## src/rtl/haze_pkg.sv

```systemverilog
// haze_pkg: shared states, pass encodings and default geometry for the haze sequencer
package haze_pkg;
    typedef enum logic [2:0] {IDLE, ALE_PASS, ALE_WAIT, TE_PASS, DRAIN, DONE} state_t;
    localparam logic [1:0] PASS_IDLE = 2'd0;
    localparam logic [1:0] PASS_ALE  = 2'd1;
    localparam logic [1:0] PASS_TE   = 2'd2;
    localparam logic [1:0] PASS_DONE = 2'd3;
    localparam int DEF_IMG_WIDTH  = 512;
    localparam int DEF_IMG_HEIGHT = 512;
    localparam int DEF_CNT_W      = 18;
endpackage

```

## src/rtl/haze_pix_counter.sv

```systemverilog
// haze_pix_counter: frame pixel counter with clear, increment and terminal flag
module haze_pix_counter
    import haze_pkg::*;
#(
    parameter int CNT_W = DEF_CNT_W,
    parameter int N     = DEF_IMG_WIDTH * DEF_IMG_HEIGHT
) (
    input  logic ACLK,
    input  logic ARESETn,
    input  logic clr,
    input  logic inc,
    output logic last
);
    logic [CNT_W-1:0] cnt;
    assign last = cnt == CNT_W'(N - 1);
    always_ff @(posedge ACLK)
        if (!ARESETn || clr) cnt <= '0;
        else if (inc) cnt <= last ? '0 : cnt + 1'b1;
endmodule

```

## src/rtl/haze_pass_sequencer.sv

```systemverilog
// haze_pass_sequencer: two-pass (ALE then TE/SRSC) frame controller owning all stream handshakes
module haze_pass_sequencer
    import haze_pkg::*;
#(
    parameter int IMG_WIDTH  = DEF_IMG_WIDTH,
    parameter int IMG_HEIGHT = DEF_IMG_HEIGHT,
    parameter int CNT_W      = DEF_CNT_W
) (
    input  logic       ACLK,
    input  logic       ARESETn,
    input  logic       enable,
    input  logic       s_tvalid,
    input  logic       s_tlast,
    output logic       s_tready,
    output logic       ale_clear,
    output logic       ale_in_valid,
    input  logic       ale_done,
    output logic       te_in_valid,
    output logic       pipe_stall,
    input  logic       pipe_out_valid,
    input  logic       m_tready,
    output logic       m_tvalid,
    output logic       m_tlast,
    output logic [1:0] pass_id,
    output logic       err_tlast,
    output logic       o_intr
);
    localparam int N = IMG_WIDTH * IMG_HEIGHT;
    state_t state, state_nxt;
    logic start, in_beat, out_hs, in_last, out_last, out_act;
    assign start   = state == IDLE && enable;
    assign in_beat = s_tvalid && s_tready;
    assign out_hs  = m_tvalid && m_tready;
    haze_pix_counter #(.CNT_W(CNT_W), .N(N)) u_in_cnt (
        .ACLK(ACLK), .ARESETn(ARESETn), .clr(start), .inc(in_beat), .last(in_last)
    );
    haze_pix_counter #(.CNT_W(CNT_W), .N(N)) u_out_cnt (
        .ACLK(ACLK), .ARESETn(ARESETn), .clr(start), .inc(out_hs), .last(out_last)
    );
    always_ff @(posedge ACLK) begin
        if (!ARESETn) begin
            state     <= IDLE;
            ale_clear <= 1'b0;
            o_intr    <= 1'b0;
            err_tlast <= 1'b0;
        end else begin
            state     <= state_nxt;
            ale_clear <= start;
            o_intr    <= state_nxt == DONE;
            err_tlast <= start ? 1'b0 : err_tlast || (in_beat && s_tlast && !in_last);
        end
    end
    always_comb begin
        state_nxt = state;
        case (state)
            IDLE:     if (enable) state_nxt = ALE_PASS;
            ALE_PASS: if (in_beat && in_last) state_nxt = ALE_WAIT;
            ALE_WAIT: if (ale_done) state_nxt = TE_PASS;
            TE_PASS:  if (in_beat && in_last) state_nxt = DRAIN;
            DRAIN:    if (out_hs && out_last) state_nxt = DONE;
            default:  state_nxt = IDLE;
        endcase
    end
    // TE pass only takes input when the output side can move, so the pipeline never overfills
    always_comb begin
        out_act      = state == TE_PASS || state == DRAIN;
        s_tready     = state == ALE_PASS || (state == TE_PASS && m_tready);
        ale_in_valid = state == ALE_PASS && s_tvalid;
        te_in_valid  = state == TE_PASS && s_tvalid && m_tready;
        m_tvalid     = out_act && pipe_out_valid;
        pipe_stall   = out_act && !m_tready;
        m_tlast      = m_tvalid && out_last;
        pass_id      = state == IDLE ? PASS_IDLE :
                       (state == ALE_PASS || state == ALE_WAIT) ? PASS_ALE :
                       out_act ? PASS_TE : PASS_DONE;
    end
endmodule

```

## config.mk

```make
export PLATFORM = sky130hd
export DESIGN_NAME = haze_pass_sequencer
export DESIGN_NICKNAME = d
export VERILOG_FILES = /design/src/rtl/haze_pkg.sv /design/src/rtl/haze_pix_counter.sv /design/src/rtl/haze_pass_sequencer.sv
export SDC_FILE = /design/constraint.sdc
export NUM_CORES = 1
export LEC_CHECK = 0
export BUFFER_PORTS_ARGS = -buffer_cell sky130_fd_sc_hd__buf_2
export CAP_MARGIN = 0
export CORE_UTILIZATION = 37
export CTS_BUF_LIST = sky130_fd_sc_hd__clkbuf_4
export CTS_CLUSTER_SIZE = 10
export DETAILED_ROUTE_END_ITERATION = 7
export PLACE_DENSITY = 0.52
export SYNTH_ARGS = -nofsm -noshare
export SYNTH_HDL_FRONTEND = slang
export SYNTH_HIERARCHICAL = 1
export SYNTH_SLANG_ARGS = --single-unit
```

## constraint.sdc

```tcl
create_clock -name ACLK -period 2.25 [get_ports ACLK]
set_input_delay 0.3375 -clock ACLK [delete_from_list [all_inputs] [get_ports ACLK]]
set_output_delay 0.3375 -clock ACLK [all_outputs]
set_load 0.02 [all_outputs]
```

== After elaboration in Yosys (flattened, before gate mapping) ==
Index checks and enable logic that the tools add are counted.
Word-level totals
  register bits after elaboration: 42
  latch bits: 0
  RAM bits: 0
  memory bits (read-only): 0
  output and inout port bits: 11
  logic and storage cells: 51
  memories: 0
Cells by class
  add/subtract/negate cells: 2
  multipliers: 0
  div/mod/pow operators: 0
  magnitude comparators: 0
  equality and inequality tests: 7
  shift operators: 0
  multiplexer cells: 11
  bitwise operators: 1
  reductions and logical operators: 24
Operators by type and width (count)
  $add 18x1->18 const B: 2
  $eq 18x18->1 const B: 2
  $mux 18: 2
  $mux 3: 5
  $pmux 3 s5: 1
  $logic_and 1x1->1: 14
  $eq 3x2->1 const B: 2
  $eq 3x3->1 const B: 2
  $logic_or 1x1->1: 5
  $mux 2: 2
  $eq 3x1->1 const B: 1
  $logic_not 1->1: 3
  $logic_not 3->1: 1
  $reduce_or 2->1: 1
  $mux 1: 1
  $not 1->1: 1

== Depth between registers and ports, before layout ==
  depth in word-level cells: 8
  gate-level depth with buffers: 9
  mapped depth without buffers: 7

== By module ==
Netlist, hierarchy kept.
By module, submodules not included
  haze_pix_counter: instances 2, cells each 98, area each 840.8 um^2, sequential area each 360.3 um^2
  haze_pass_sequencer: instances 1, cells each 43, area each 371.6 um^2, sequential area each 120.1 um^2

== Least setup slack after synthesis ==
OpenSTA, ideal clock, no wires.
  path type: flip-flop to flip-flop
  start: register state[0]
  end: register u_out_cnt.cnt[17]
  setup time: 0.074 ns
  arrival: 2.629 ns
  required time: 2.176 ns
  setup slack: -0.453 ns
  stages on the path, launching flop included: 9
  path buffers: 1
  period minus slack after synthesis: 2.703 ns
  path through: dfxtp_1 > buf_2 > or3b_4 > a21boi_2 > and2_1 > nand4_1 > or4_4 > or4_1 > a31oi_1
Between the ends
  longest elaborated chain between the ends: 4
  elaborated cells between the ends (all ways): 8
  classes of those cells: 2 x eq/ne; 6 x reduce/logical
RTL lines
  start: declaration: line haze_pass_sequencer.sv:29  | state_t state, state_nxt;
  start signal: assignment: line haze_pass_sequencer.sv:47  | state <= state_nxt;
  $eq 3x2->1 / $eq 3x3->1 (equally long branches): line haze_pass_sequencer.sv:66  | out_act = state == TE_PASS || state == DRAIN;
  $logic_or 1x1->1 *: line haze_pass_sequencer.sv:66
  $logic_and 1x1->1 *: line haze_pass_sequencer.sv:70  | m_tvalid = out_act && pipe_out_valid;
  net m_tvalid: line haze_pass_sequencer.sv:22  | output logic m_tvalid,
  $logic_and 1x1->1 *: line haze_pass_sequencer.sv:33  | assign out_hs = m_tvalid && m_tready;
  net out_hs: line haze_pass_sequencer.sv:30  | logic start, in_beat, out_hs, in_last, out_last, out_act;
  end signal: assignment: line haze_pix_counter.sv:18  | else if (inc) cnt <= last ? '0 : cnt + 1'b1;
  end: declaration: line haze_pix_counter.sv:14  | logic [CNT_W-1:0] cnt;
The timed path passes the listed nets; every way through them passes the cells marked *.
A chain may end at the register's enable or synchronous reset.

== Worst setup path after layout ==
  start: register state[0]
  end: register u_out_cnt.cnt[17]
Between the ends
  longest elaborated chain between the ends: 4
  elaborated cells between the ends (all ways): 8
  classes of those cells: 2 x eq/ne; 6 x reduce/logical
RTL lines (line)
  $eq 3x2->1 / $eq 3x3->1 (equally long branches): haze_pass_sequencer.sv:66
  $logic_or 1x1->1 *: haze_pass_sequencer.sv:66
  $logic_and 1x1->1 *: haze_pass_sequencer.sv:70
  $logic_and 1x1->1 *: haze_pass_sequencer.sv:33
  net out_hs: haze_pass_sequencer.sv:30
Marked as above.

==> flow_summary.yaml <==
run_status:
  status: "finished clean"
synthesis:
  ys_seq_area_share_pct: 41.0
  ys_seq_elements: 42
  syn_inst: 239
  synth.cell_area_um2: 2050
  yosys_warnings: 6
  avgSynthCellArea_um2: 8.59
  synth_nets: 249
  synth_cell_types: 40
clocking:
  clock_path_buffers: 2
  clk_latency_ps: 340
  cts_inserted_buffers: 5
  htree_num_levels: 2
  cts-root-buf: "clkbuf_4"
  hold_buffers: 0
  tritoncts: "yes"
  cts_sinks: 42
  clk_pin_slew_ps: 120
setup_path:
  cp_data_required_time_ps: 2540
  critical_path.most_common_cell: "or4_4"
  crit_buf_inv: 0
  start_kind: "flip-flop"
  path_delay_family: "simple AND/OR/NAND/NOR gates"
  slowest_stage: "or4_4"
  path_max_fanout: 5
  endpoint_kind: "flip-flop"
  timing_worst_setup_path_type: "flip-flop to flip-flop"
  worstPathCellList: "or3b_4, a21boi_4, and2_4, nand4_1, or4_4, or4_4, a31oi_1"
  max_stage_delay_ps: 450
  worstPathArrival_ps: 2490
run:
  drv_cap: 0
power_and_ir_drop:
  clockPowerShare_pct: 29.9
  p_int_uw: 924
  combinationalPowerShare_pct: 8.5
  p_leak_uw: 0.000940
  p_sw_uw: 292
  ir_drop_mv: 0.293
  cellPowerDensity_nw_per_um2: 470
  swShare_pct: 24.0
  power.total_uw: 1220
  power_frac_seq_pct: 61.7
sta:
  timing.slew.headroom_pct: 78.1
  maxSlewViolCount: 0
  period_needed_ps: 2200
  finClkSkew_ps: 11.2
  fin_hold_ws_ps: 275
  rsz0062_at_grt: "yes"
  fin_tns_setup_ps: 0
  layout_setup_ws_ps: 46.1
  setup_violations: 0
  max_freq_mhz: 454
  hold_viol_final: 0
  worstMarginPinSlew_ps: 326
  finalCritPeriodShare_pct: 98.0
global_routing:
  grt_first_pass_wirelength_mm: 7.79
  grt_use_total_pct: 16.4
  grt_overflow_total: 0
  grt_antenna_before_repair: 0
  grt_max_degree: 14
  grt_pass1_vias: 1764
detailed_routing:
  vias_per_cell: 4.98
  drcViolationCount: 0
  drt_iter0_markers: 39
  first_pass_iters: 4
  routed_wl_mm: 4.42
  drtAntennaViolNets: 0
  wl_per_cell_um: 12.1
  vias: 1821
layout:
  final_common_cell: "buf_4"
  diodes: 0
  final_nets: 305
  final_cell_mix: "buf_4, nor2_1, dfxtp_1"
  final_layout_size_suffix_gt1_share_pct: 29.7
  syn_to_final_growth_pct: 26.0
  instances_no_fill: 366
placed_design:
  hpwl_mm: 3.36
  place_ws_ps: 21.8
  place_inst: 355
  numPortBuffers: 18
  gp_congestion: 0.802
floorplan:
  die_h_um: 76.5
  die_w_um: 76.5
  core_um2: 5240
  ios: 19
  start_util_pct: 39.2
  row_count: 26
  dieArea_um2: 5850
hold_path:
  hold_path.class: "input port to flip-flop"
[tightest hold or removal path, delay by kind of cell]
| family | cells | cell delay, ps |
|---|---|---|
| AND/OR/NAND/NOR | 2 | 130 |
| buffers and inverters | 1 | 100 |
[cell type report]
cell class	count	area, um^2
repair buffers	55	370
inverters	4	15.0
clock inverters	2	8.76
well taps	70	87.6
clock buffers	6	45.0
fillers	519	2650
flip-flops and latches	42	863
multi-input cells	187	1200
[flip-flops by register name (all words and copies together) (netlist names)]
name	count
ale_clear	1
err_tlast	1
o_intr	1
state	3
u_in_cnt/cnt	18
u_out_cnt/cnt	18
[Yosys cell counts (all sizes together)]
master,n,share of area (%)
o211ai,2,0.73
or4b,1,0.49
and2,4,1.2
clkbuf,2,0.37
nand2b,6,1.8
nor3,9,2.2
nor4,6,1.8
nor4b,1,0.43
nor2b,2,0.61
xor2,10,4.3
or3b,1,0.55
and3,3,0.91
and3b,1,0.43
nor3b,1,0.37
buf,4,1.3
dfxtp,42,41
nand4,15,6.0
nand2,19,3.6
o21ai,8,2.0
nor2,34,6.2
a31oi,3,0.91
inv,4,0.73
o21a,1,0.37
mux2i,2,0.98
a21oi,9,2.2
xnor2,16,6.8
a21o,1,0.37
nand3,9,2.2
o211a,1,0.49
or3,7,2.1
or4,8,3.3
a21boi,2,0.91
nand3b,1,0.37
o21bai,2,0.73
ha,2,1.2
[path summary, 6_finish.rpt]
check / to / startpoint / cells after the start / slack (ps)
max: u_out_cnt/cnt[17] / state[0] / 7 / 50
min: o_intr / pipe_out_valid / 3 / 280
max reg2reg: u_out_cnt/cnt[17] / state[0] / 7 / 50
min reg2reg: u_out_cnt/cnt[1] / u_out_cnt/cnt[1] / 2 / 500
[logic make-up (layout without fill, tap and decap cells)]
family | after synthesis | after routing | share of synthesized area (%)
fa+ha+maj | 2 | 2 | 1.22
buf+inv | 10 | 67 | 2.44
xor+xnor | 26 | 26 | 11.1
compound gates | 29 | 29 | 8.65
mux | 2 | 2 | 0.975
flops | 42 | 42 | 41.0
simple gates | 128 | 128 | 34.7
[through the flow]
stage                     instance area, um^2  utilization [%]
after floorplan                          2070                -
after global placement                   2460             47.0
after detailed placement                 2460             47.0
after CTS                                2540             48.4
after global routing                     2590             49.4
final                                    2590             49.4
[what timing repair did]
item / in CTS / in global routing
hold endpoints to repair: 0 / 0
setup buffers: 0 / 3
resized for setup: 11 / 10
pin swaps: 0 / 1
setup endpoints to repair: 1 / 6
[power groups by stage]
stage | clock [uW] | sequential (uW) | combinational [uW]
after detailed placement | 0 | 769 | 102
after floorplan | 0 | 770 | 55.4
after global routing | 419 | 751 | 112
after global placement | 0 | 769 | 104
final | 363 | 749 | 103
after CTS | 388 | 750 | 103
[per-layer routing]
metal | share of wire (%) | global-route usage (%) | vias up
met2 | 47 | 27.7 | 13
li1 | - | - | 967
met3 | 1.9 | 3.71 | 7
met1 | 50 | 19.8 | 834
met5 | 0 | 0 | -
met4 | 1.5 | 7.12 | 0
Note: power is estimated with default switching activity, not from simulation.
